==> config.mk <==
export PLATFORM = sky130hd
export DESIGN_NAME = s2p_frame_rx
export DESIGN_NICKNAME = d
export VERILOG_FILES = /design/src/rtl/s2p_frame_rx.sv
export SDC_FILE = /design/constraint.sdc
export NUM_CORES = 1
export LEC_CHECK = 0
export ABC_CLOCK_PERIOD_IN_PS = 2500
export BUFFER_PORTS_ARGS = -buffer_cell sky130_fd_sc_hd__buf_4
export CAP_MARGIN = 20
export CORE_MARGIN = 3
export CORE_UTILIZATION = 35
export DETAILED_ROUTE_END_ITERATION = 8
export SLEW_MARGIN = 30
export SYNTH_ARGS = -nofsm -noshare
export SYNTH_HDL_FRONTEND = slang
export SYNTH_SLANG_ARGS = --single-unit
==> constraint.sdc <==
create_clock -name clk -period 2.5 [get_ports clk]
set_clock_uncertainty 0.15 [all_clocks]
set_input_delay 0.25 -clock clk [delete_from_list [all_inputs] [get_ports clk]]
set_output_delay 0.25 -clock clk [all_outputs]
set_load 0.02 [all_outputs]
==> src/rtl/s2p_frame_rx.sv <==
`default_nettype none
// ============================================================================
// Module   : s2p_frame_rx
// Purpose  : Serial-to-parallel frame receiver. Hunts for the 2-bit frame
//            header in an MSB-first bit stream, aligns to WIDTH-bit frame
//            boundaries, reassembles each frame into a parallel word and
//            tracks frame lock (LOCK_CNT good headers to lock, MISS_MAX
//            consecutive bad headers to lose it).
// Ports    : clk          - bit clock (shared with the serializer)
//            rst          - asynchronous active-high reset
//            din          - serial data bit, frame MSB first
//            din_valid    - din carries a valid bit this cycle
//            dout         - last accepted frame (header included)
//            dout_valid   - one-cycle pulse, dout updated
//            sync_locked  - frame alignment established
//            frame_err    - one-cycle pulse, header mismatch at frame end
//            parity_err   - one-cycle pulse, parity failure
// Options  : S2P_FRAME_PARITY_EN - when defined, frame bit 0 is an even
//            parity bit over bits [WIDTH-1:1]; good-header frames with bad
//            parity pulse parity_err and are dropped. When undefined,
//            bit 0 is plain data and parity_err is tied low.
// Revision : 1.0 - initial release
// ============================================================================
module s2p_frame_rx #(
  parameter int         WIDTH    = 16,
  parameter logic [1:0] HDR      = 2'b11,
  parameter int         LOCK_CNT = 2,
  parameter int         MISS_MAX = 2
) (
  input  logic             clk,
  input  logic             rst,
  input  logic             din,
  input  logic             din_valid,
  output logic [WIDTH-1:0] dout,
  output logic             dout_valid,
  output logic             sync_locked,
  output logic             frame_err,
  output logic             parity_err
);

  localparam int             CW       = $clog2(WIDTH + 1);
  localparam logic [CW-1:0]  CNT_LAST = CW'(WIDTH - 1);
  localparam logic [2:0]     LOCK_C   = 3'(LOCK_CNT);
  localparam logic [2:0]     MISS_C   = 3'(MISS_MAX);

  typedef enum logic [0:0] {
    S_HUNT    = 1'b0,
    S_COLLECT = 1'b1
  } state_t;

  state_t           state_q;
  logic [WIDTH-2:0] sr_q;        // older bits; the incoming bit completes the word
  logic [CW-1:0]    cnt_q;       // HUNT: bits seen (0/1); COLLECT: bit position
  logic [2:0]       good_q;
  logic [2:0]       miss_q;
  logic             lock_q;      // internal lock, mirrored to sync_locked one cycle later
  logic [WIDTH-1:0] word_q;      // completed frame awaiting presentation
  logic             ev_good_q;   // frame-end verdicts, presented on the next edge
  logic             ev_ferr_q;
  logic [WIDTH-1:0] dout_q;
  logic             dout_valid_q;
  logic             sync_locked_q;
  logic             frame_err_q;

  logic [WIDTH-1:0] shift_d;
  logic             hdr_ok_d;
  logic [2:0]       good_inc_d;

  assign shift_d    = {sr_q, din};
  assign hdr_ok_d   = (shift_d[WIDTH-1:WIDTH-2] == HDR);
  assign good_inc_d = (good_q == LOCK_C) ? good_q : good_q + 3'd1;

`ifdef S2P_FRAME_PARITY_EN
  logic ev_perr_q;
  logic parity_err_q;
  logic par_ok_d;
  // Even parity over the whole frame (data bits plus the parity bit).
  assign par_ok_d = ~(^shift_d);
`endif

  always_ff @(posedge clk or posedge rst) begin
    if (rst) begin
      state_q       <= S_HUNT;
      sr_q          <= '0;
      cnt_q         <= '0;
      good_q        <= '0;
      miss_q        <= '0;
      lock_q        <= 1'b0;
      word_q        <= '0;
      ev_good_q     <= 1'b0;
      ev_ferr_q     <= 1'b0;
      dout_q        <= '0;
      dout_valid_q  <= 1'b0;
      sync_locked_q <= 1'b0;
      frame_err_q   <= 1'b0;
`ifdef S2P_FRAME_PARITY_EN
      ev_perr_q     <= 1'b0;
      parity_err_q  <= 1'b0;
`endif
    end else begin
      // Output stage: verdicts made on the last bit's edge appear one edge later.
      ev_good_q     <= 1'b0;
      ev_ferr_q     <= 1'b0;
      dout_valid_q  <= ev_good_q;
      frame_err_q   <= ev_ferr_q;
      sync_locked_q <= lock_q;
      if (ev_good_q) begin
        dout_q <= word_q;
      end
`ifdef S2P_FRAME_PARITY_EN
      ev_perr_q     <= 1'b0;
      parity_err_q  <= ev_perr_q;
`endif

      if (din_valid) begin
        sr_q <= shift_d[WIDTH-2:0];
        case (state_q)
          S_HUNT: begin
            // Header match only counts once two fresh bits are in hand.
            if ((cnt_q != '0) && (shift_d[1:0] == HDR)) begin
              state_q <= S_COLLECT;
              cnt_q   <= CW'(2);
            end else begin
              cnt_q   <= CW'(1);
            end
          end

          S_COLLECT: begin
            if (cnt_q == CNT_LAST) begin
              cnt_q  <= '0;
              word_q <= shift_d;
              if (hdr_ok_d) begin
`ifdef S2P_FRAME_PARITY_EN
                if (!par_ok_d) begin
                  // Parity loss leaves lock and header bookkeeping untouched.
                  ev_perr_q <= 1'b1;
                end else begin
                  ev_good_q <= 1'b1;
                  miss_q    <= '0;
                  good_q    <= good_inc_d;
                  if (good_inc_d == LOCK_C) lock_q <= 1'b1;
                end
`else
                ev_good_q <= 1'b1;
                miss_q    <= '0;
                good_q    <= good_inc_d;
                if (good_inc_d == LOCK_C) lock_q <= 1'b1;
`endif
              end else begin
                ev_ferr_q <= 1'b1;
                good_q    <= '0;
                if (!lock_q) begin
                  state_q <= S_HUNT;
                end else if ((miss_q + 3'd1) >= MISS_C) begin
                  lock_q  <= 1'b0;
                  miss_q  <= '0;
                  state_q <= S_HUNT;
                end else begin
                  miss_q  <= miss_q + 3'd1;
                end
              end
            end else begin
              cnt_q <= cnt_q + CW'(1);
            end
          end

          default: state_q <= S_HUNT;
        endcase
      end
    end
  end

  assign dout        = dout_q;
  assign dout_valid  = dout_valid_q;
  assign sync_locked = sync_locked_q;
  assign frame_err   = frame_err_q;
`ifdef S2P_FRAME_PARITY_EN
  assign parity_err  = parity_err_q;
`else
  assign parity_err  = 1'b0;
`endif

endmodule
`default_nettype wire

==> impl_metrics.py, run 1 <==
metrics = {
    "outcome": {
        "run_status": "complete, no violations",
    },
    "timing": {
        "hold_violations": 0,
        "max_slew_margin": 0.541,
        "layout_min_cycle_time_ns": 2.07,
        "fmax_mhz": 482,
        "final.setup.tns_ns": 0,
        "worst_slew_pin_slew_ns": 0.689,
        "drv_slew": 0,
        "rsz0062_at_grt": "false",
        "finalSetupViolCount": 0,
        "fin_crit_sh": 0.830,
    },
    "logic_synthesis": {
        "yosysTopAreaCell": "dfrtp_1",
        "synth_top_cell_area_share": 0.611,
        "netlist_instances": 225,
        "synth.net_count": 235,
        "syn_area_per_cell_um2": 11.8,
        "yosysSeqAreaShare": 0.611,
        "ys_warn_count": 0,
        "synth_area_leaders": "dfrtp_1 (61%), mux2_2 (13%), nand2_1 (7.9%), ha_1 (2.8%), inv_1 (1.4%)",
        "synth_seq_cells": 65,
        "ys_types": 34,
        "syn_area_um2": 2660,
    },
    "final_layout": {
        "fin_nets": 262,
        "diodes": 0,
        "layout_commonest_cell": "dfrtp_1",
        "final_cell_count_no_fill": 355,
        "layout-drive-gt1-share": 0.289,
        "area_growth_pct": 18.1,
        "mostFrequentLayoutCells": "dfrtp_1 (65), nand2_1 (56), mux2_2 (31)",
    },
    "placement": {
        "io_buffers": 22,
        "gp_congestion": 0.800,
        "place_inst": 338,
        "hpwl_um": 2850,
    },
    "grt": {
        "overflow": 0,
        "grt_pass1_vias": 1708,
        "antenna_found_initial": 0,
        "grt_max_degree": 54,
        "grt.total_usage": 0.121,
        "grt_pass1_wl_um": 8100,
    },
    "die": {
        "io-pin-count": 24,
        "core_um2": 7330,
        "rows": 31,
        "dieArea_um2": 8690,
        "start_util": 0.363,
        "die_x_um": 93.2,
        "die_y_um": 93.2,
    },
    "drt": {
        "drtAntennaViolNets": 0,
        "wl_um": 4490,
        "post_drt_via_cell_ratio": 4.69,
        "drt-initial-drc-count": 64,
        "via_count": 1665,
        "drc": 0,
        "wl_per_cell_um": 12.7,
        "drtPass1Iterations": 4,
    },
    "setup_path": {
        "critPathArrivalTime_ns": 2.19,
        "cp-end-kind": "register",
        "path_class": "reg -> reg",
        "r2r-end": "lock_q",
        "r2r_start": "good_q[0]",
        "r2r_cells": 6,
        "worstPathRequired_ns": 2.61,
        "start_kind": "register",
        "crit_fanout": 5,
        "r2r_setup_slack_ns": 0.43,
    },
    "clocking": {
        "clk_pin_slew_ns": 0.07,
        "clk_latency_ns": 0.33,
        "postCtsHoldBufs": 2,
        "cts.sinks": 65,
        "htreeDepth": 3,
        "numCtsBuffers": 9,
        "root_buffer": "clkbuf_8",
        "ctsResizeCount": 0,
        "cts_tree": "done",
        "postCtsSetupRepairBufs": 0,
        "clockBufferDepth": 2,
    },
    "min_path": {
        "min_path_type": "in -> reg",
        "hold_path_depth": 2,
        "hp-start": "din_valid",
        "holdPathEnd": "cnt_q[3]",
    },
    "power_and_ir_drop": {
        "p_per_area_nw_per_um2": 1070,
        "p_switching_w": 0.00106,
        "pwr-share-seq": 0.499,
        "power_leakage_nw": 1.57,
        "peakVddDrop_mv": 0.287,
        "switching_share": 0.315,
        "p_comb_frac": 0.239,
        "p_int_w": 0.00230,
        "pwr-share-clk": 0.262,
    },
    "run": {
        "drv_cap": 0,
    },
}
==> synthesized netlist by cell type <==
master	number
and3_1	2
buf_4	2
a21oi_1	5
nor3b_1	1
or4_1	1
xnor2_1	1
buf_1	2
nand4_1	1
buf_2	4
nor3_1	1
or4b_2	2
a31oi_1	2
or3_1	1
nor2_1	5
a21boi_0	1
mux2_2	31
a32o_1	2
nand2_1	56
clkbuf_1	2
nor2b_1	2
o21a_1	1
and4b_4	1
dfrtp_1	65
o31ai_1	2
o221ai_1	1
o21ai_0	6
conb_1	1
ha_1	6
nand3_4	1
nand3_1	3
inv_1	10
o32ai_1	1
nand3b_1	2
nand4b_1	1
==> through the flow <==
stage          hold WS [ns]  setup WS, ns  instance area (µm²)  utilization  total power (W)
6_report              0.183         0.425                 3140        0.429          0.00336
5_1_grt               0.212         0.325                 3140        0.429          0.00362
4_1_cts               0.182         0.425                 3140        0.429          0.00341
3_5_place_dp         0.0709         0.443                 2930        0.400          0.00251
3_3_place_gp         0.0718         0.475                 2930        0.400          0.00247
2_1_floorplan         0.181         0.474                 2660            -          0.00223
==> how the worst max path moves through the flow <==
stage | from | endpoint | slack [ns] | depth (start not counted)
floorplan | rst | cnt_q[0] | 0.47 | 1
global placement | cnt_q[0] | good_q[0] | 0.48 | 5
detailed placement | cnt_q[0] | good_q[0] | 0.44 | 5
CTS | good_q[0] | lock_q | 0.42 | 6
global route | good_q[0] | lock_q | 0.33 | 6
finish | good_q[0] | lock_q | 0.43 | 6
==> metal layers <==
metal,global-route usage,share of wire,up-vias,routed length [µm]
li1,-,-,811,-
met1,0.161,0.51,816,2270
met2,0.176,0.43,26,1930
met3,0.0394,0.038,12,169
met4,0.0659,0.026,0,115
met5,0,0,-,0
==> kinds of logic after synthesis <==
group	Yosys count	share of synthesized area
adders and majority gates	6	0.0282
buffers and inverters	20	0.0329
xor gates and xnor gates	1	0.00329
DFF	65	0.611
and+or+nand+nor	80	0.141
other	1	0.00141
muxes	31	0.131
AOI/OAI and AO/OA	21	0.0508
==> worst max-delay path, stage by stage (launching register included) <==
cell,delay (ns)
dfrtp_1,0.41
inv_1,0.09
ha_1,0.33
or4b_2,0.64
a21oi_1,0.14
o21ai_0,0.08
a21oi_1,0.15
==> registers in the layout (all words and copies together) (netlist names), 3 cells and up <==
signal and count:
cnt_q 5, dout 16, good_q 3, miss_q 3, sr_q 15, word_q 16
==> power groups by stage <==
| stage | Combinational, W | Sequential (W) | Clock (W) |
|---|---|---|---|
| 2_1_floorplan | 0.000545 | 0.00169 | 0 |
| 3_3_place_gp | 0.000785 | 0.00168 | 0 |
| 3_5_place_dp | 0.000814 | 0.00169 | 0 |
| 4_1_cts | 0.000816 | 0.00168 | 0.000912 |
| 5_1_grt | 0.000921 | 0.00174 | 0.000963 |
| 6_report | 0.000803 | 0.00168 | 0.000881 |
==> final cells by class <==
class                   instances  area [µm²]
clock buffers                  12         155
inverters                      10        37.5
repair buffers                 26         213
multi-input cells             140         948
fillers                       707        4190
clock inverters                 3        40.0
well taps                      99         124
flip-flops and latches         65        1630
(Power assumes the default switching activity.)
==> run 2: changes to the inputs <==
--- a/config.mk
+++ b/config.mk
@@ -5,7 +5,8 @@
 export SDC_FILE = /design/constraint.sdc
 export NUM_CORES = 1
 export LEC_CHECK = 0
-export ABC_CLOCK_PERIOD_IN_PS = 2500
+export ABC_AREA = 1
+export ABC_CLOCK_PERIOD_IN_PS = 2100
 export BUFFER_PORTS_ARGS = -buffer_cell sky130_fd_sc_hd__buf_4
 export CAP_MARGIN = 20
 export CORE_MARGIN = 3
==> constraint.sdc (replaced) <==
create_clock -name clk -period 2.1 [get_ports clk]
set_clock_uncertainty 0.15 [all_clocks]
set_input_delay 0.21 -clock clk [delete_from_list [all_inputs] [get_ports clk]]
set_output_delay 0.21 -clock clk [all_outputs]
set_load 0.02 [all_outputs]
==> run 2 against run 1 <==
  * Fmax increased by 15%
  * Clock power up 36%
  * Sequential power decreased by 15%
  * Combinational power fell by 58%
  * Cell count up 9.6%
  * Critical path depth is 3 higher
  * Critical path type unchanged
  * Highest routed layer unchanged
==> impl_metrics.py, run 2 <==
metrics = {
    "grt": {
        "grt_max_degree": 66,
        "overflow": 0,
        "grt_pass1_wl_um": 8110,
        "grt_pass1_vias": 1741,
        "antenna_found_initial": 0,
        "grt.total_usage": 0.117,
    },
    "clocking": {
        "cts.sinks": 65,
        "clockBufferDepth": 2,
        "postCtsSetupRepairBufs": 0,
        "htreeDepth": 3,
        "clk_pin_slew_ns": 0.07,
        "cts_tree": "done",
        "numCtsBuffers": 9,
        "clk_latency_ns": 0.33,
        "ctsResizeCount": 0,
        "root_buffer": "clkbuf_8",
    },
    "final_layout": {
        "layout_commonest_cell": "dfrtp_1",
        "area_growth_pct": 19.0,
        "num-fill-cells": 720,
        "layout-drive-gt1-share": 0.328,
        "fin_nets": 295,
        "mostFrequentLayoutCells": "dfrtp_1 (65), nand2_1 (37), inv_1 (33)",
        "diodes": 0,
        "final_cell_count_no_fill": 389,
    },
    "die": {
        "dieArea_um2": 9000,
        "die_y_um": 94.9,
        "start_util": 0.371,
        "core_um2": 7450,
        "io-pin-count": 24,
        "rows": 31,
        "die_x_um": 94.9,
    },
    "drt": {
        "wl_per_cell_um": 11.8,
        "drtAntennaViolNets": 0,
        "drc": 0,
        "post_drt_via_cell_ratio": 4.44,
        "wl_um": 4590,
        "via_count": 1728,
        "drt-initial-drc-count": 81,
        "drtPass1Iterations": 4,
    },
    "placement": {
        "place_inst": 371,
        "gp_congestion": 0.846,
        "io_buffers": 22,
        "hpwl_um": 3090,
    },
    "power_and_ir_drop": {
        "p_per_area_nw_per_um2": 900,
        "peakVddDrop_mv": 0.298,
        "power_leakage_nw": 1.67,
    },
    "setup_path": {
        "critPathSlowestCell": "dfrtp_1",
        "crit_family": "buffers and inverters",
        "timing.critical_path.buf_inv": 2,
        "crit_chain": "ha_1 > nand2_2 > nor2_4 > nand2_4 > nor2_8 > inv_2 > buf_12 > nand2_2 > o21ai_2",
        "critPathArrivalTime_ns": 1.92,
        "crit_fanout": 17,
        "path_class": "reg -> reg",
        "path_common_cell": "nand2_2",
        "r2r_setup_slack_ns": 0.29,
        "start_kind": "register",
        "cp-end-kind": "register",
        "cpPeakStageDelay_ns": 0.40,
        "worstPathRequired_ns": 2.21,
    },
    "logic_synthesis": {
        "synth_top_cell_area_share": 0.588,
        "netlist_instances": 256,
        "synth_seq_cells": 65,
        "synth-async-reset-ratio": 1.00,
        "ys_warn_count": 0,
        "synth_edf_count": 0,
        "synth.net_count": 266,
        "syn_area_um2": 2770,
        "netlist_top_cells_count": "dfrtp_1 (65), nand2_1 (37), inv_1 (34)",
        "synth_area_leaders": "dfrtp_1 (59%), mux2_2 (6.5%), nand2_1 (5.0%), inv_1 (4.6%), o21ai_2 (4.4%)",
        "ys_types": 27,
        "synth_most_common_cell": "dfrtp_1",
        "yosysTopAreaCell": "dfrtp_1",
        "synthFlopType": "dfrtp_1",
        "yosysSeqAreaShare": 0.588,
        "syn_area_per_cell_um2": 10.8,
    },
    "timing": {
        "fin_crit_sh": 0.861,
        "fmax_mhz": 553,
        "drv_slew": 0,
        "finalSetupViolCount": 0,
        "layout_min_cycle_time_ns": 1.81,
        "final.setup.tns_ns": 0,
        "rsz0062_at_grt": "false",
        "hold_violations": 0,
    },
    "run": {
        "drv_cap": 0,
    },
    "min_path": {
        "min_path_type": "in -> reg",
    },
    "outcome": {
        "run_status": "complete, no violations",
    },
}
[run 2: cell type report]
cell class              instances  area (µm²)  share of cell area
flip-flops and latches         65        1630               0.494
multi-input cells             145         933               0.284
repair buffers                 28         240              0.0730
well taps                      99         124              0.0377
clock inverters                 4        75.1              0.0228
inverters                      36         135              0.0411
clock buffers                  12         155              0.0472
[run 2: logic make-up after synthesis]
group,after synthesis,share of synthesized area
adder cells (fa/ha/maj),6,0.0271
other,1,0.00136
multiplexers,16,0.0652
XOR/XNOR,2,0.00634
flip-flops,65,0.588
AND/OR/NAND/NOR,73,0.132
buffers and inverters,46,0.0742
AO/OA/AOI/OAI,47,0.106
[run 2: worst paths after layout]
check / startpoint / to / depth (start not counted)
worst min register to register: ev_ferr_q / frame_err / 0
worst min-delay path: din_valid / sr_q[4] / 2
max in group asynchronous: rst / word_q[0] / 4
min in group asynchronous: rst / word_q[13] / 4
worst max-delay path: cnt_q[0] / word_q[3] / 9
worst max register to register: cnt_q[0] / word_q[3] / 9
[run 2: per-stage QoR]
step                utilization  hold WS [ns]  area (µm²)  setup slack [ns]  total power (W)
finish                    0.442        0.0668        3290             0.292          0.00296
global route              0.442        0.0752        3290             0.192          0.00313
CTS                       0.442        0.0538        3290             0.296          0.00300
detailed placement        0.408         0.167        3040             0.308          0.00179
global placement          0.408         0.164        3040             0.369          0.00178
floorplan                     -         0.181        2770             0.114          0.00171
[run 2: report_power, final]
group | total [W] | switching [W] | internal [W]
Sequential | 0.00143 | 0.0000751 | 0.00135
Clock | 0.00120 | 0.000462 | 0.000734
Combinational | 0.000337 | 0.000210 | 0.000128
[run 2: timing repair]
item / 4_1_cts / 5_1_grt
endpoints found under the setup margin: 0 / 0
hold endpoints to repair: 66 / 0
hold buffers: 2 / 0
[run 2: metal layers]
layer,track usage,up-vias,part of all wire
met5,0,-,0
li1,-,870,-
met1,0.158,823,0.50
met4,0.0649,0,0.025
met3,0.0287,12,0.032
met2,0.171,23,0.45
==> run 3: changes to the inputs <==
--- a/config.mk
+++ b/config.mk
@@ -7,7 +7,7 @@
 export LEC_CHECK = 0
 export ABC_AREA = 1
 export ABC_CLOCK_PERIOD_IN_PS = 2100
-export BUFFER_PORTS_ARGS = -buffer_cell sky130_fd_sc_hd__buf_4
+export BUFFER_PORTS_ARGS = -buffer_cell sky130_fd_sc_hd__clkbuf_2
 export CAP_MARGIN = 20
 export CORE_MARGIN = 3
 export CORE_UTILIZATION = 35
==> run 3 against run 2 <==
  * Die area unchanged
  * Total power down 5.9%
  * Via count up 0.87%
  * Flip-flop and latch count unchanged
  * Highest routed layer unchanged
  * Cell count unchanged
  * Hold slack better by 0.14 ns
  * Wire length down 3.7%
  * Combinational power down 2%
  * Core utilization down 1.2 points
  * Fmax up 9.6%
==> impl_metrics.py, run 3 (synthesis results as in run 2) <==
metrics = {
    "timing": {
        "fmax_mhz": 606,
        "layout_setup_ws_ns": 0.450,
        "layout_min_cycle_time_ns": 1.65,
        "drv_slew": 0,
        "hold_ws_ns": 0.205,
        "hold_violations": 0,
        "rsz0062_at_grt": "false",
        "fin_crit_sh": 0.786,
        "finalSetupViolCount": 0,
        "final.setup.tns_ns": 0,
    },
    "drt": {
        "drtPass1Iterations": 4,
        "drc": 0,
        "via_count": 1743,
        "post_drt_via_cell_ratio": 4.48,
        "drt-initial-drc-count": 88,
        "wl_um": 4420,
        "wl_per_cell_um": 11.4,
        "drtAntennaViolNets": 0,
    },
    "power_and_ir_drop": {
        "power_leakage_nw": 1.64,
        "p_total_w": 0.00279,
        "peakVddDrop_mv": 0.344,
        "p_per_area_nw_per_um2": 872,
    },
    "grt": {
        "grtUsageMet1": 0.145,
        "gr-usage-met2": 0.177,
        "grt_pass1_vias": 1746,
        "antenna_found_initial": 0,
        "grt_pass1_wl_um": 7960,
        "grt_max_degree": 66,
        "grt.total_usage": 0.115,
        "grt.busiest_layer": "met2",
        "overflow": 0,
        "met3_usage": 0.0279,
    },
    "setup_path": {
        "critPathArrivalTime_ns": 1.72,
        "critPathSlowestCell": "dfrtp_1",
        "crit_chain": "ha_1 > nand2_2 > nor2_4 > nand2_4 > nor2_8 > inv_2 > buf_12 > nand2_1 > o21ai_1",
        "path_class": "reg -> reg",
        "start_kind": "register",
        "r2r_start": "cnt_q[1]",
        "worstPathRequired_ns": 2.17,
        "crit_family": "simple AND/OR/NAND/NOR gates",
        "cp-end-kind": "register",
        "crit_fanout": 30,
        "cpPeakStageDelay_ns": 0.39,
        "critPathLaunch": "cnt_q[1]",
        "timing.critical_path.buf_inv": 2,
    },
    "final_layout": {
        "layout-drive-gt1-share": 0.331,
        "area_growth_pct": 15.7,
        "fin_nets": 295,
        "postLayoutCellArea_um2": 3200,
        "num-fill-cells": 737,
        "layout_commonest_cell": "dfrtp_1",
        "mostFrequentLayoutCells": "dfrtp_1 (65), nand2_1 (37), inv_1 (33)",
        "diodes": 0,
    },
    "clocking": {
        "cts.sinks": 65,
        "clockBufferDepth": 2,
        "root_buffer": "clkbuf_8",
        "clk_latency_ns": 0.33,
        "numCtsBuffers": 9,
        "cts_tree": "done",
        "htreeDepth": 3,
        "ctsResizeCount": 0,
        "clk_pin_slew_ns": 0.07,
    },
    "die": {
        "die_x_um": 94.9,
        "dieArea_um2": 9000,
        "start_util": 0.371,
        "die_y_um": 94.9,
        "core_um2": 7450,
        "io-pin-count": 24,
        "rows": 31,
    },
    "min_path": {
        "min_path_type": "reg -> reg",
        "hp-start": "ev_ferr_q",
    },
    "placement": {
        "gp_congestion": 0.850,
        "hpwl_um": 2970,
        "io_buffers": 22,
        "placed_area_um2": 2980,
        "place_ws_ns": 0.473,
    },
    "run": {
        "drv_cap": 0,
    },
    "outcome": {
        "run_status": "complete, no violations",
    },
}
==> run 3: cell types whose count changed in the layout (fill, tap and decap cells not counted), sizes merged <==
cell,delta
buf,-22
bufinv,-1
clkbuf,+19
clkinv,+4
inv,+1
clkinvlp,-1
==> run 3: path summary, 6_finish.rpt <==
check / endpoint / slack [ns] / depth (start not counted)
max in group asynchronous: good_q[1] / 1.20 / 4
min reg2reg: frame_err / 0.21 / 0
min: frame_err / 0.21 / 0
max: word_q[14] / 0.45 / 9
min in group asynchronous: sr_q[12] / 0.32 / 4
max reg2reg: word_q[14] / 0.45 / 9
==> run 3: metal layers <==
metal,routed length [µm],vias up,share of wire
li1,-,874,-
met1,2170,831,0.49
met2,1970,29,0.45
met3,161,9,0.036
met4,111,0,0.025
met5,0,-,0
==> run 3: cell type report <==
type | instances | area, µm² | area share
clock buffer | 9 | 124 | 0.0387
sequential | 65 | 1630 | 0.509
timing repair buffer | 28 | 185 | 0.0579
multi-input combinational | 145 | 933 | 0.292
inverter | 36 | 135 | 0.0423
clock inverter | 7 | 70.1 | 0.0219
tap | 99 | 124 | 0.0387
==> run 3: power by group <==
group | switching, W | total (W) | internal, W
Sequential | 0.0000758 | 0.00143 | 0.00135
Combinational | 0.000203 | 0.000329 | 0.000126
Clock | 0.000483 | 0.00103 | 0.000547
Total | 0.000761 | 0.00279 | 0.00203
==> run 3: worst reg2reg max path, stage by stage, from the launching register on <==
cell,delay (ns)
dfrtp_1,0.39
ha_1,0.20
nand2_2,0.09
nor2_4,0.12
nand2_4,0.09
nor2_8,0.13
inv_2,0.06
buf_12,0.17
nand2_1,0.10
o21ai_1,0.06
==> run 3: per-stage QoR <==
stage | instances | util
after floorplan | 256 | -
final | 389 | 0.429
after global routing | 389 | 0.429
after global placement | 371 | 0.401
after detailed placement | 371 | 0.401
after CTS | 389 | 0.429
==> run 3: what timing repair did <==
item	CTS	global route
hold buffers	2	0
hold endpoints to repair	66	0
buffers inserted	0	0
